<file path="src/rtl/cla_pkg.sv">
// Shared constants and helpers for the pipelined carry-lookahead adder.
package cla_pkg;

  localparam int GRP_W = 4;

  // Returns {P, G} of one 4-bit lookahead group.
  function automatic logic [1:0] grp_pg(input logic [GRP_W-1:0] p, input logic [GRP_W-1:0] g);
    logic gen;
    gen = g[3] | (p[3] & g[2]) | (p[3] & p[2] & g[1]) | (p[3] & p[2] & p[1] & g[0]);
    return {&p, gen};
  endfunction

  // Legal geometry: whole lanes per word, whole groups per lane.
  function automatic bit cfg_ok(input int width, input int lane_w);
    return (lane_w > 0) && (width >= lane_w) && (width % lane_w == 0) && (lane_w % GRP_W == 0);
  endfunction

endpackage

</file>
<file path="src/rtl/cla_4bit_group.sv">
// One 4-bit carry-lookahead group: internal carries, carry-out and group P/G.
module cla_4bit_group
  import cla_pkg::*;
(
  input  logic [GRP_W-1:0] p,
  input  logic [GRP_W-1:0] g,
  input  logic             cin,
  output logic [3:1]       c,
  output logic             cout,
  output logic             P,
  output logic             G
);

  // P/G kept apart from the carry equations so they never depend on cin.
  assign {P, G} = grp_pg(p, g);

  assign c[1] = g[0] | (p[0] & cin);
  assign c[2] = g[1] | (p[1] & g[0]) | (p[1] & p[0] & cin);
  assign c[3] = g[2] | (p[2] & g[1]) | (p[2] & p[1] & g[0]) | (p[2] & p[1] & p[0] & cin);
  assign cout = G | (P & cin);

endmodule

</file>
<file path="src/rtl/cla_pipe_adder.sv">
// Pipelined carry-lookahead adder/subtractor: one LANE_W-bit lane resolved per
// stage, lane carry registered between stages, valid/ready stream handshake.
module cla_pipe_adder
  import cla_pkg::*;
#(
  parameter int WIDTH  = 32,
  parameter int LANE_W = 8
) (
  input  logic             clk,
  input  logic             rst,
  input  logic [WIDTH-1:0] A,
  input  logic [WIDTH-1:0] B,
  input  logic             c0,
  input  logic             sub,
  input  logic             in_valid,
  output logic             in_ready,
  output logic [WIDTH-1:0] sum,
  output logic             Cout,
  output logic             PG,
  output logic             GG,
  output logic             ovf,
  output logic             out_valid,
  input  logic             out_ready
);

  localparam int LAT = WIDTH / LANE_W;
  localparam int NG  = LANE_W / GRP_W;

  if (!cfg_ok(WIDTH, LANE_W)) begin : g_bad_cfg
    $error("cla_pipe_adder: WIDTH must be a multiple of LANE_W and LANE_W a multiple of 4");
  end

  logic             adv;
  logic             v_q   [LAT];
  logic [WIDTH-1:0] a_q   [LAT];
  logic [WIDTH-1:0] be_q  [LAT];
  logic [WIDTH-1:0] s_q   [LAT];
  logic             c_q   [LAT];
  logic             pg_q  [LAT];
  logic             gg_q  [LAT];
  logic             ovf_q [LAT];

  // The whole pipe stalls as one unit whenever the held result is not taken.
  assign adv       = !v_q[LAT-1] || out_ready;
  assign in_ready  = adv;
  assign out_valid = v_q[LAT-1];
  assign sum       = s_q[LAT-1];
  assign Cout      = c_q[LAT-1];
  assign PG        = pg_q[LAT-1];
  assign GG        = gg_q[LAT-1];
  assign ovf       = ovf_q[LAT-1];

  for (genvar gi = 0; gi < LAT; gi++) begin : g_stage
    localparam int LO = gi * LANE_W;

    logic             v_in, c_in, pg_in, gg_in;
    logic [WIDTH-1:0] a_in, be_in, s_in;

    // Operands are shifted down one lane per stage, so the active lane is always at the bottom.
    if (gi == 0) begin : g_head
      assign v_in  = in_valid;
      assign a_in  = A;
      assign be_in = sub ? ~B : B;
      assign c_in  = sub ? ~c0 : c0;
      assign s_in  = '0;
      assign pg_in = 1'b1;
      assign gg_in = 1'b0;
    end else begin : g_body
      assign v_in  = v_q[gi-1];
      assign a_in  = a_q[gi-1];
      assign be_in = be_q[gi-1];
      assign c_in  = c_q[gi-1];
      assign s_in  = s_q[gi-1];
      assign pg_in = pg_q[gi-1];
      assign gg_in = gg_q[gi-1];
    end

    logic [LANE_W-1:0] lp, lg, cb, lsum;
    logic [NG-1:0]     grp_p, grp_g, grp_cin, grp_co;
    logic [3:1]        grp_c [NG];
    logic              lane_p, lane_g;

    assign lp = a_in[LANE_W-1:0] ^ be_in[LANE_W-1:0];
    assign lg = a_in[LANE_W-1:0] & be_in[LANE_W-1:0];

    for (genvar gj = 0; gj < NG; gj++) begin : g_grp
      cla_4bit_group u_grp (
        .p   (lp[gj*GRP_W +: GRP_W]),
        .g   (lg[gj*GRP_W +: GRP_W]),
        .cin (grp_cin[gj]),
        .c   (grp_c[gj]),
        .cout(grp_co[gj]),
        .P   (grp_p[gj]),
        .G   (grp_g[gj])
      );
    end

    // Group carry-ins and lane P/G as flat sum-of-products over group P/G.
    always_comb begin
      logic acc, pall;
      acc     = 1'b0;
      pall    = 1'b1;
      grp_cin = '0;
      grp_cin[0] = c_in;
      for (int j = 1; j < NG; j++) begin
        acc  = 1'b0;
        pall = 1'b1;
        for (int i = j - 1; i >= 0; i--) begin
          acc  = acc | (grp_g[i] & pall);
          pall = pall & grp_p[i];
        end
        grp_cin[j] = acc | (pall & c_in);
      end
      acc  = 1'b0;
      pall = 1'b1;
      for (int i = NG - 1; i >= 0; i--) begin
        acc  = acc | (grp_g[i] & pall);
        pall = pall & grp_p[i];
      end
      lane_p = &grp_p;
      lane_g = acc;
    end

    // A group's first bit takes the previous group's carry-out, equal to the lookahead carry.
    always_comb begin
      cb    = '0;
      cb[0] = c_in;
      for (int j = 0; j < NG; j++) begin
        cb[j*GRP_W + 1 +: 3] = grp_c[j];
      end
      for (int j = 1; j < NG; j++) begin
        cb[j*GRP_W] = grp_co[j-1];
      end
      lsum = lp ^ cb;
    end

    logic             v_d, c_d, pg_d, gg_d, ovf_d;
    logic [WIDTH-1:0] a_d, be_d, s_d;

    always_comb begin
      v_d   = v_q[gi];
      a_d   = a_q[gi];
      be_d  = be_q[gi];
      s_d   = s_q[gi];
      c_d   = c_q[gi];
      pg_d  = pg_q[gi];
      gg_d  = gg_q[gi];
      ovf_d = ovf_q[gi];
      if (adv) begin
        v_d = v_in;
        if (v_in) begin
          a_d   = a_in >> LANE_W;
          be_d  = be_in >> LANE_W;
          s_d   = s_in | (WIDTH'(lsum) << LO);
          c_d   = grp_co[NG-1];
          pg_d  = pg_in & lane_p;
          gg_d  = lane_g | (lane_p & gg_in);
          ovf_d = grp_c[NG-1][3] ^ grp_co[NG-1];
        end
      end
    end

    always_ff @(posedge clk) begin
      if (rst) begin
        v_q[gi]   <= 1'b0;
        a_q[gi]   <= '0;
        be_q[gi]  <= '0;
        s_q[gi]   <= '0;
        c_q[gi]   <= 1'b0;
        pg_q[gi]  <= 1'b0;
        gg_q[gi]  <= 1'b0;
        ovf_q[gi] <= 1'b0;
      end else begin
        v_q[gi]   <= v_d;
        a_q[gi]   <= a_d;
        be_q[gi]  <= be_d;
        s_q[gi]   <= s_d;
        c_q[gi]   <= c_d;
        pg_q[gi]  <= pg_d;
        gg_q[gi]  <= gg_d;
        ovf_q[gi] <= ovf_d;
      end
    end
  end

endmodule

</file>
<file path="config.mk">
export PLATFORM = sky130hd
export DESIGN_NAME = cla_pipe_adder
export DESIGN_NICKNAME = d
export VERILOG_FILES = /design/src/rtl/cla_pkg.sv /design/src/rtl/cla_4bit_group.sv /design/src/rtl/cla_pipe_adder.sv
export SDC_FILE = /design/constraint.sdc
export NUM_CORES = 1
export LEC_CHECK = 0
export CORE_ASPECT_RATIO = 0.8
export CORE_MARGIN = 2
export CORE_UTILIZATION = 53
export DETAILED_ROUTE_END_ITERATION = 6
export DONT_BUFFER_PORTS = 1
export GPL_ROUTABILITY_DRIVEN = 0
export PLACE_DENSITY = 0.68
export SYNTH_ARGS = -nofsm -noshare
export SYNTH_HDL_FRONTEND = slang
export SYNTH_SLANG_ARGS = --single-unit
</file>
<file path="constraint.sdc">
create_clock -name clk -period 2.54 [get_ports clk]
set_input_delay 0.254 -clock clk [delete_from_list [all_inputs] [get_ports clk]]
set_output_delay 0.254 -clock clk [all_outputs]
set_load 0.1 [all_outputs]
</file>
==> results of run 1 <==
[synthesized netlist by cell type (2+ instances only)]
cell type                    n
sky130_fd_sc_hd__nand2_1   291
sky130_fd_sc_hd__dfxtp_1   193
sky130_fd_sc_hd__a21oi_1   158
sky130_fd_sc_hd__nor2_1     41
sky130_fd_sc_hd__a211oi_1   35
sky130_fd_sc_hd__xnor2_1    34
sky130_fd_sc_hd__clkbuf_1   32
sky130_fd_sc_hd__ha_1       32
sky130_fd_sc_hd__buf_2      31
sky130_fd_sc_hd__inv_1      20
sky130_fd_sc_hd__o21ai_0    16
sky130_fd_sc_hd__nand3_1    14
sky130_fd_sc_hd__xor2_1     13
sky130_fd_sc_hd__a21o_1     12
sky130_fd_sc_hd__fa_1        8
sky130_fd_sc_hd__nor3_1      8
sky130_fd_sc_hd__a31oi_1     5
sky130_fd_sc_hd__and2_1      5
sky130_fd_sc_hd__and3_1      4
sky130_fd_sc_hd__nand4_1     4
sky130_fd_sc_hd__and4_1      3
sky130_fd_sc_hd__nor4b_1     3
sky130_fd_sc_hd__o211a_1     3
sky130_fd_sc_hd__o221ai_1    3
sky130_fd_sc_hd__or4_1       3
sky130_fd_sc_hd__a41oi_1     2
sky130_fd_sc_hd__buf_6       2
sky130_fd_sc_hd__mux2i_1     2
sky130_fd_sc_hd__nor2b_1     2
sky130_fd_sc_hd__o21bai_1    2
sky130_fd_sc_hd__o221ai_2    2
sky130_fd_sc_hd__o31ai_1     2
[final timing paths]
kind,from,to,slack [ns],cells past startpoint
min reg2reg,be_q[0][17]$_SDFFE_PP0P_,be_q[0][41]$_SDFFE_PP0P_,0.45,2
min,B[22],be_q[0][14]$_SDFFE_PP0P_,0.01,2
max reg2reg,v_q[3]$_SDFFE_PP0N_,s_q[3][16]$_SDFFE_PP0P_,0.27,7
max,out_ready,s_q[3][16]$_SDFFE_PP0P_,0.22,8
[metrics by stage]
step           setup WS, ns  area, sq um  cells  hold WS, ns
2_1_floorplan         0.151         8340   1005        0.390
3_3_place_gp          0.514         8630   1191        0.337
3_5_place_dp          0.489         8630   1191        0.340
4_1_cts              0.0661         9900   1288      0.00258
5_1_grt              0.0396         9900   1288      0.00350
6_report              0.224         9900   1288       0.0121
[cells in the final DEF (no fill, tap or decap), types with 8 or more instances in the layout]
cell type	count
sky130_fd_sc_hd__clkbuf_16	17
sky130_fd_sc_hd__fa_1	8
sky130_fd_sc_hd__nand3_1	14
sky130_fd_sc_hd__xor2_1	13
sky130_fd_sc_hd__dlygate4sd3_1	66
sky130_fd_sc_hd__ha_1	32
sky130_fd_sc_hd__nor3_1	8
sky130_fd_sc_hd__a21oi_1	158
sky130_fd_sc_hd__a21o_1	12
sky130_fd_sc_hd__dfxtp_1	193
sky130_fd_sc_hd__nor2_1	41
sky130_fd_sc_hd__nand2_1	291
sky130_fd_sc_hd__xnor2_1	34
sky130_fd_sc_hd__a211oi_1	35
sky130_fd_sc_hd__o21ai_0	16
sky130_fd_sc_hd__buf_4	42
sky130_fd_sc_hd__inv_1	20
[sequential cells by signal, summed over array words and instances, names as in the netlist]
register	cells
a_q	48
be_q	48
pg_q	4
ovf_q	1
s_q	80
v_q	4
c_q	4
gg_q	4
[worst max-delay path: cells and delay by family]
family                 cells  cell delay, ns
buffers and inverters      4            1.62
AND/OR/NAND/NOR            3            0.64
AO/OA/AOI/OAI              1            0.17
[logic make-up (layout without fill, tap and decap cells)]
kind of cell,after synthesis,count (layout),share of synthesized area
AO/OA/AOI/OAI,251,251,0.180
buffers and inverters,89,162,0.0470
multiplexers,2,2,0.00240
flip-flops,193,193,0.463
adder cells (fa/ha/maj),40,40,0.0672
AND/OR/NAND/NOR,382,382,0.188
XOR/XNOR,48,48,0.0527
[power by group]
| group | switching [uW] | leakage (uW) | total (uW) | internal (uW) |
|---|---|---|---|---|
| clock | 1140 | 0.000281 | 2650 | 1520 |
| sequential | 70.3 | 0.00157 | 3210 | 3140 |
| combinational | 378 | 0.00203 | 660 | 283 |
| total | 1590 | 0.00389 | 6530 | 4940 |
[layout make-up]
class                      count  area (sq um)
sequential                   193          3860
fill                        1410          5320
tap                          210           263
clock inverter                 9           108
inverter                      22          82.6
clock buffer                  21           470
multi-input combinational    723          4090
timing repair buffer         110          1020
[metal layers]
metal / up-vias / track usage / wire length [um]
met5: - / 0 / 0
met4: 0 / 0.0667 / 228
met3: 21 / 0.0615 / 855
met2: 112 / 0.413 / 9230
met1: 3275 / 0.304 / 8830
li1: 3520 / - / -
[timing repair]
item | in CTS | in global routing
setup endpoints to repair | 0 | 10
endpoints found under the hold margin | 175 | 0
gates resized for setup | 0 | 1
buffers inserted | 0 | 0
hold buffers | 67 | 0
==> out/metrics.sh, run 1 <==
VDD_IR_DROP_MAX_uV=525
POST_DRT_VIA_CELL_RATIO=5.38
NUMBER_OF_ITERATIONS_IN_THE_FIRST_DETAILED_ROUTING_PASS=5
CRIT_PATH_MAX_FANOUT=23
FINALCOREUTILIZATION=0.650
DIE_X_UM=144
SYNTHARSTFLOPSHARE=0
CLASSIFICATION_OF_THE_WORST_SETUP_PATH='input port to register'
PERIOD_MINUS_SLACK_NS=2.32
PORT_BUFFERS=0
POWER-PER-CELL-AREA_mW_PER_MM2=660
POST_SYNTH.CELL_AREA_AVG_SQ_UM=8.30
DRIVE_ABOVE_1_SHARE=0.0779
ANTENNA_VIOLATIONS_BEFORE_REPAIR=0
CPPEAKSTAGEDELAY_NS=0.59
SYN-CELL-AREA_SQ_MM=0.00834
ROUTE.ANTENNA.REMAINING_NETS=0
TIMING.FINAL.CRIT_SHARE=0.912
TIMING.CRITICAL_PATH.CELLS='dlygate4sd3_1 > nor2b_4 > inv_2 > nand2_1 > buf_4 > nand2_1 > a21oi_1 > dlygate4sd3_1'
DIEAREA_SQ_MM=0.0168
DRT_DRC_VIOLATIONS_LEFT=0
CORE_SQ_MM=0.0152
YOSYS.AREA.TOP_TYPE_SHARE=0.463
DETAIL_ROUTE.WL_PER_CELL_UM=14.9
MAXIMUM_NUMBER_OF_PINS_ON_ONE_NET_BEFORE_GLOBAL_ROUTE_REPAIR=123
REPORT.POWER.TOTAL_uW=6530
CTS_TREE='yes'
GRT_REMAINING_OVERFLOW=0
FINALHOLDVIOLCOUNT=0
DIE_Y_EXTENT_UM=116
MAX_CLOCK_FREQ_MHz=432
ROWS=40
FINAL_NETS=1177
CLOCK_EDGE_TRANSITION_AT_THE_REGISTERS_ON_THE_REPORTED_SETUP_AND_HOLD_PATHS_NS=0.07
CRIT_SLOWEST_CELL='sky130_fd_sc_hd__dlygate4sd3_1'
CLOCKBUFFERDEPTH=2
MIN_PATH_TYPE='input port to register'
TIMING.MAX_CAP.VIOLATIONS=0
START_UTIL=0.548
VIA_COUNT=6928
H-TREE-DEPTH=4
TOTAL_ROUTING_RESOURCE_UTILIZATION_AFTER_GLOBAL_ROUTING=0.240
YS_FF_LATCH=193
SYNTHCELLS=1005
MAPPEDNETLISTNETS=1115
DRT_ITER0_DRCS=378
RSZ0062_AT_GRT='no'
TIMING_WORST_SLEW_PIN_VALUE_NS=1.00
WORSTPATHREQUIRED_NS=2.92
BOUNDARYPINS=108
CLOCK_LATENCY_NS=0.44
SYNTH_SEQUENTIAL_AREA_RATIO=0.463
OUTCOME='completed'
MAX_SLEW_HEADROOM_AT_THE_WORST_PIN=0.329
DRV_SLEW=0
STARTPOINT_TYPE='input port'
POST_SYNTH_NUM_CELL_TYPES=52
SETUP_VIOL_COUNT_FINAL=0
POWER_LEAKAGE_uW=0.00389
CLOCK_ROOT_BUFFER_MASTER='sky130_fd_sc_hd__clkbuf_16'
TIMING.CRITICAL_PATH.ARRIVAL_NS=2.69
FIRST_GLOBAL_VIAS=6666
GRT_FIRST_PASS_WIRELENGTH_UM=32000
YOSYS-TOP-CELLS-AREA='sky130_fd_sc_hd__dfxtp_1 (46%), sky130_fd_sc_hd__nand2_1 (13%), sky130_fd_sc_hd__a21oi_1 (9.5%), sky130_fd_sc_hd__ha_1 (4.8%), sky130_fd_sc_hd__xnor2_1 (3.6%)'
WORST_SETUP_PATH_END_KIND='register'
TRITONCTS.NUM_BUFFERS=17
YS.WARNINGS.COUNT=0
FINALCLOCKSKEW_NS=0.00649
SYN2LAYOUT_AREA_GROWTH_PCT=18.7
YS.FLOP_TYPE='sky130_fd_sc_hd__dfxtp_1'
NUMBER_OF_ENABLE_FLIP_FLOP_CELLS_AFTER_SYNTHESIS=0
SYNTHDOMINANTAREACELLTYPE='sky130_fd_sc_hd__dfxtp_1'
COUNT_OF_CLOCK_TREE_SINKS=193
TOTALNEGATIVESETUPSLACK_NS=0
DP_HPWL_UM=12300
WIRELENGTH_UM=19100
ANTENNADIODECOUNT=0
Note: power is estimated with default switching activity, not from simulation.
==> inputs of run 2 (changes only) <==
==> constraint.sdc (replaced) <==
create_clock -name clk -period 2.54 [get_ports clk]
set_input_delay 0.381 -clock clk [delete_from_list [all_inputs] [get_ports clk]]
set_output_delay 0.381 -clock clk [all_outputs]
set_load 0.1 [all_outputs]
==> run 2 against run 1 <==
  * Flip-flop and latch count unchanged
  * Global-route usage decreased by 1.3 points
  * Sequential share of layout area increased by 2.7 points
  * Largest power group unchanged
  * Non-clock buffer count decreased by 65
==> out/metrics.sh, run 2 (same netlist as run 1, synthesis figures left out) <==
OUTCOME='completed'
CLOCK_POWER_SHARE=0.418  # +0.011
FIRST_GLOBAL_VIAS=6189  # -7.2%
TIMING.FINAL.CRIT_SHARE=0.828  # -0.0840
TOP_REGS='s_q (80), a_q (48), be_q (48)'
H-TREE-DEPTH=4  # unchanged
CORE_SQ_MM=0.0152  # unchanged
NUMBER_OF_ITERATIONS_IN_THE_FIRST_DETAILED_ROUTING_PASS=5  # unchanged
FINAL_NETS=1112  # -5.5%
POWER.SHARE.COMBINATIONAL=0.088  # -0.013
R2R_END='s_q[2][21]$_SDFFE_PP0P_'
R2R_SLACK_NS=0.44  # +0.17 ns
POST_CTS_SETUP_BUFFER_COUNT=0  # unchanged
TOP_REGISTER='s_q'
TIMING.MAX_CAP.VIOLATIONS=0  # unchanged
WORSTPATHREQUIRED_NS=2.88  # -0.04 ns
SETUP_VIOL_COUNT_FINAL=0  # unchanged
TOTALNEGATIVESETUPSLACK_NS=0  # unchanged
ROUTE.ANTENNA.REMAINING_NETS=0  # unchanged
POWER-PER-CELL-AREA_mW_PER_MM2=702  # +6.4%
INTERNAL_POWER_uW=4850  # -1.9%
RR_STARTPOINT='be_q[0][33]$_SDFFE_PP0P_'
COUNT_OF_CLOCK_TREE_SINKS=193  # unchanged
FINALCOREUTILIZATION=0.608  # -0.0425
BOUNDARYPINS=108  # unchanged
RSZ0062_AT_GRT='no'
START_UTIL=0.548  # unchanged
SWITCHING_SHARE=0.253  # +0.00976
STARTPOINT_TYPE='register'
MOST_COMMON_CELL_AFTER_LAYOUT_FILL_AND_TAPS_ASIDE='sky130_fd_sc_hd__nand2_1'
CLOCKBUFFERDEPTH=2  # unchanged
CP.DEPTH=6  # -2
CTS_TREE='yes'
POST_DRT_VIA_CELL_RATIO=5.38  # about the same
WIRELENGTH_UM=18300  # -4.2%
CPPEAKSTAGEDELAY_NS=0.50  # -0.09 ns
FLIP_FLOP_COUNT_OF_THE_LARGEST_REGISTER_AFTER_LAYOUT=80  # unchanged
CLOCK_LATENCY_NS=0.43  # about the same
POWER_LEAKAGE_uW=0.00348  # -10%
DRIVE_ABOVE_1_SHARE=0.0828  # +0.00484
RESIZED_CELLS_POST_CTS=0  # unchanged
ANTENNADIODECOUNT=0  # unchanged
DRT_ITER0_DRCS=460  # +22%
TIMING_WORST_SLEW_PIN_VALUE_NS=1.22  # +0.216 ns
ANTENNA_VIOLATIONS_BEFORE_REPAIR=0  # unchanged
PORT_BUFFERS=0  # unchanged
GRT_FIRST_PASS_WIRELENGTH_UM=30300  # -5.2%
SETUP.WORST_PATH.END='s_q[2][21]$_SDFFE_PP0P_'
TIMING.CRITICAL_PATH.CELLS='ha_1 > a21oi_1 > o221ai_1 > fa_1 > xnor2_1 > a211oi_1'
STARTPOINT='be_q[0][33]$_SDFFE_PP0P_'
FINALHOLDVIOLCOUNT=0  # unchanged
GRT_REMAINING_OVERFLOW=0  # unchanged
R2R_CELLS=6  # -1
CRIT_PATH_MAX_FANOUT=5  # -78%
DIE_X_UM=144  # unchanged
DIEAREA_SQ_MM=0.0168  # unchanged
VDD_IR_DROP_MAX_uV=455  # -13%
WORST_SETUP_PATH_END_KIND='register'
TRITONCTS.NUM_BUFFERS=17  # unchanged
PERIOD_MINUS_SLACK_NS=2.10  # -0.213 ns
MIN_PATH_TYPE='input port to register'
P_SWITCHING_uW=1640  # +3.4%
FINALCLOCKSKEW_NS=0.00783  # +0.00134 ns
CRIT_SLOWEST_CELL='sky130_fd_sc_hd__fa_1'
TOTAL_ROUTING_RESOURCE_UTILIZATION_AFTER_GLOBAL_ROUTING=0.227  # -0.0134
VIA_COUNT=6593  # -4.8%
MAXIMUM_NUMBER_OF_PINS_ON_ONE_NET_BEFORE_GLOBAL_ROUTE_REPAIR=187  # +52%
DRV_SLEW=0  # unchanged
FINAL_CELL_MIX='sky130_fd_sc_hd__nand2_1 (291), sky130_fd_sc_hd__dfxtp_1 (193), sky130_fd_sc_hd__a21oi_1 (158), sky130_fd_sc_hd__nor2_1 (41), sky130_fd_sc_hd__buf_4 (41)'
SYN2LAYOUT_AREA_GROWTH_PCT=10.9
DIE_Y_EXTENT_UM=116  # unchanged
FILLERINSTANCES=1430  # +1.4%
TIMING.CRITICAL_PATH.ARRIVAL_NS=2.44  # -0.25 ns
DETAIL_ROUTE.WL_PER_CELL_UM=15.0  # +0.74%
CLOCK_EDGE_TRANSITION_AT_THE_REGISTERS_ON_THE_REPORTED_SETUP_AND_HOLD_PATHS_NS=0.07  # about the same
MAX_SLEW_HEADROOM_AT_THE_WORST_PIN=0.186  # -0.143
CLASSIFICATION_OF_THE_WORST_SETUP_PATH='register to register'
TIMING.CRITICAL_PATH.BUF_INV=0  # -4
DRT_DRC_VIOLATIONS_LEFT=0  # unchanged
ROWS=40  # unchanged
CLOCK_ROOT_BUFFER_MASTER='sky130_fd_sc_hd__clkbuf_16'
MAX_CLOCK_FREQ_MHz=476  # +10%
SEQPWRFRAC=0.495  # +0.003
DP_HPWL_UM=12400  # +1.1%
WORST_PATH_DOMINANT_CELL_FAMILY='adder cells'
run 2: changes by cell type in the layout (fill, tap and decap cells not counted), moves of 2 or more:
cell                            change
sky130_fd_sc_hd__inv_6              +5
sky130_fd_sc_hd__dlygate4sd3_1     -63
sky130_fd_sc_hd__clkbuf_8           -3
sky130_fd_sc_hd__clkinv_4           +2
sky130_fd_sc_hd__clkinv_2           -3
run 2: routing by layer:
metal / part of all wire / up-vias / global-route usage / routed length (um)
met5: 0 / - / 0 / 0
met4: 0.0098 / 0 / 0.0511 / 179
met3: 0.047 / 14 / 0.0595 / 853
met2: 0.47 / 115 / 0.379 / 8640
met1: 0.47 / 3070 / 0.300 / 8670
li1: - / 3394 / - / -
run 2: final cells by class:
| class | count | area, sq um | share of cell area |
|---|---|---|---|
| Multi-Input combinational cell | 723 | 4090 | 0.442 |
| Sequential cell | 193 | 3860 | 0.418 |
| Clock buffer | 17 | 425 | 0.0460 |
| Timing Repair Buffer | 45 | 358 | 0.0387 |
| Tap cell | 210 | 263 | 0.0284 |
| Clock inverter | 15 | 173 | 0.0187 |
| Inverter | 22 | 82.6 | 0.00893 |
run 2: worst min-delay path by stage:
stage	slack (ns)	endpoint	cells after the start	start
2_1_floorplan	0.43	s_q[2][15]$_SDFFE_PP0P_	2	s_q[1][15]$_SDFFE_PP0P_
3_3_place_gp	0.43	a_q[1][5]$_SDFFE_PP0P_	2	a_q[0][45]$_SDFFE_PP0P_
3_5_place_dp	0.44	a_q[1][5]$_SDFFE_PP0P_	2	a_q[0][45]$_SDFFE_PP0P_
4_1_cts	0.01	a_q[0][4]$_SDFFE_PP0P_	1	rst
5_1_grt	0.002	s_q[0][5]$_SDFFE_PP0P_	1	rst
6_report	0.01	s_q[0][1]$_SDFFE_PP0P_	1	rst
run 2: through the flow:
step	setup WS [ns]	std cells	instance area [sq um]	hold slack, ns	total power [uW]
6_report	0.437	1225	9250	0.00967	6490
5_1_grt	0.285	1225	9250	0.00152	6750
4_1_cts	0.456	1222	9220	0.0127	6530
3_5_place_dp	0.351	1190	8620	0.437	3840
3_3_place_gp	0.387	1190	8620	0.435	3830
2_1_floorplan	0.105	1005	8340	0.429	3770
run 2: what timing repair did:
item                       in CTS  in global routing
hold buffers                    0                  3
setup endpoints to repair       0                  0
hold endpoints to repair        0                  2
run 2: power by group through the flow:
stage	registers, uW	logic [uW]	clock network [uW]
2_1_floorplan	3280	483	0
3_3_place_gp	3280	553	0
3_5_place_dp	3280	562	0
4_1_cts	3210	566	2750
5_1_grt	3220	646	2880
6_report	3210	569	2710
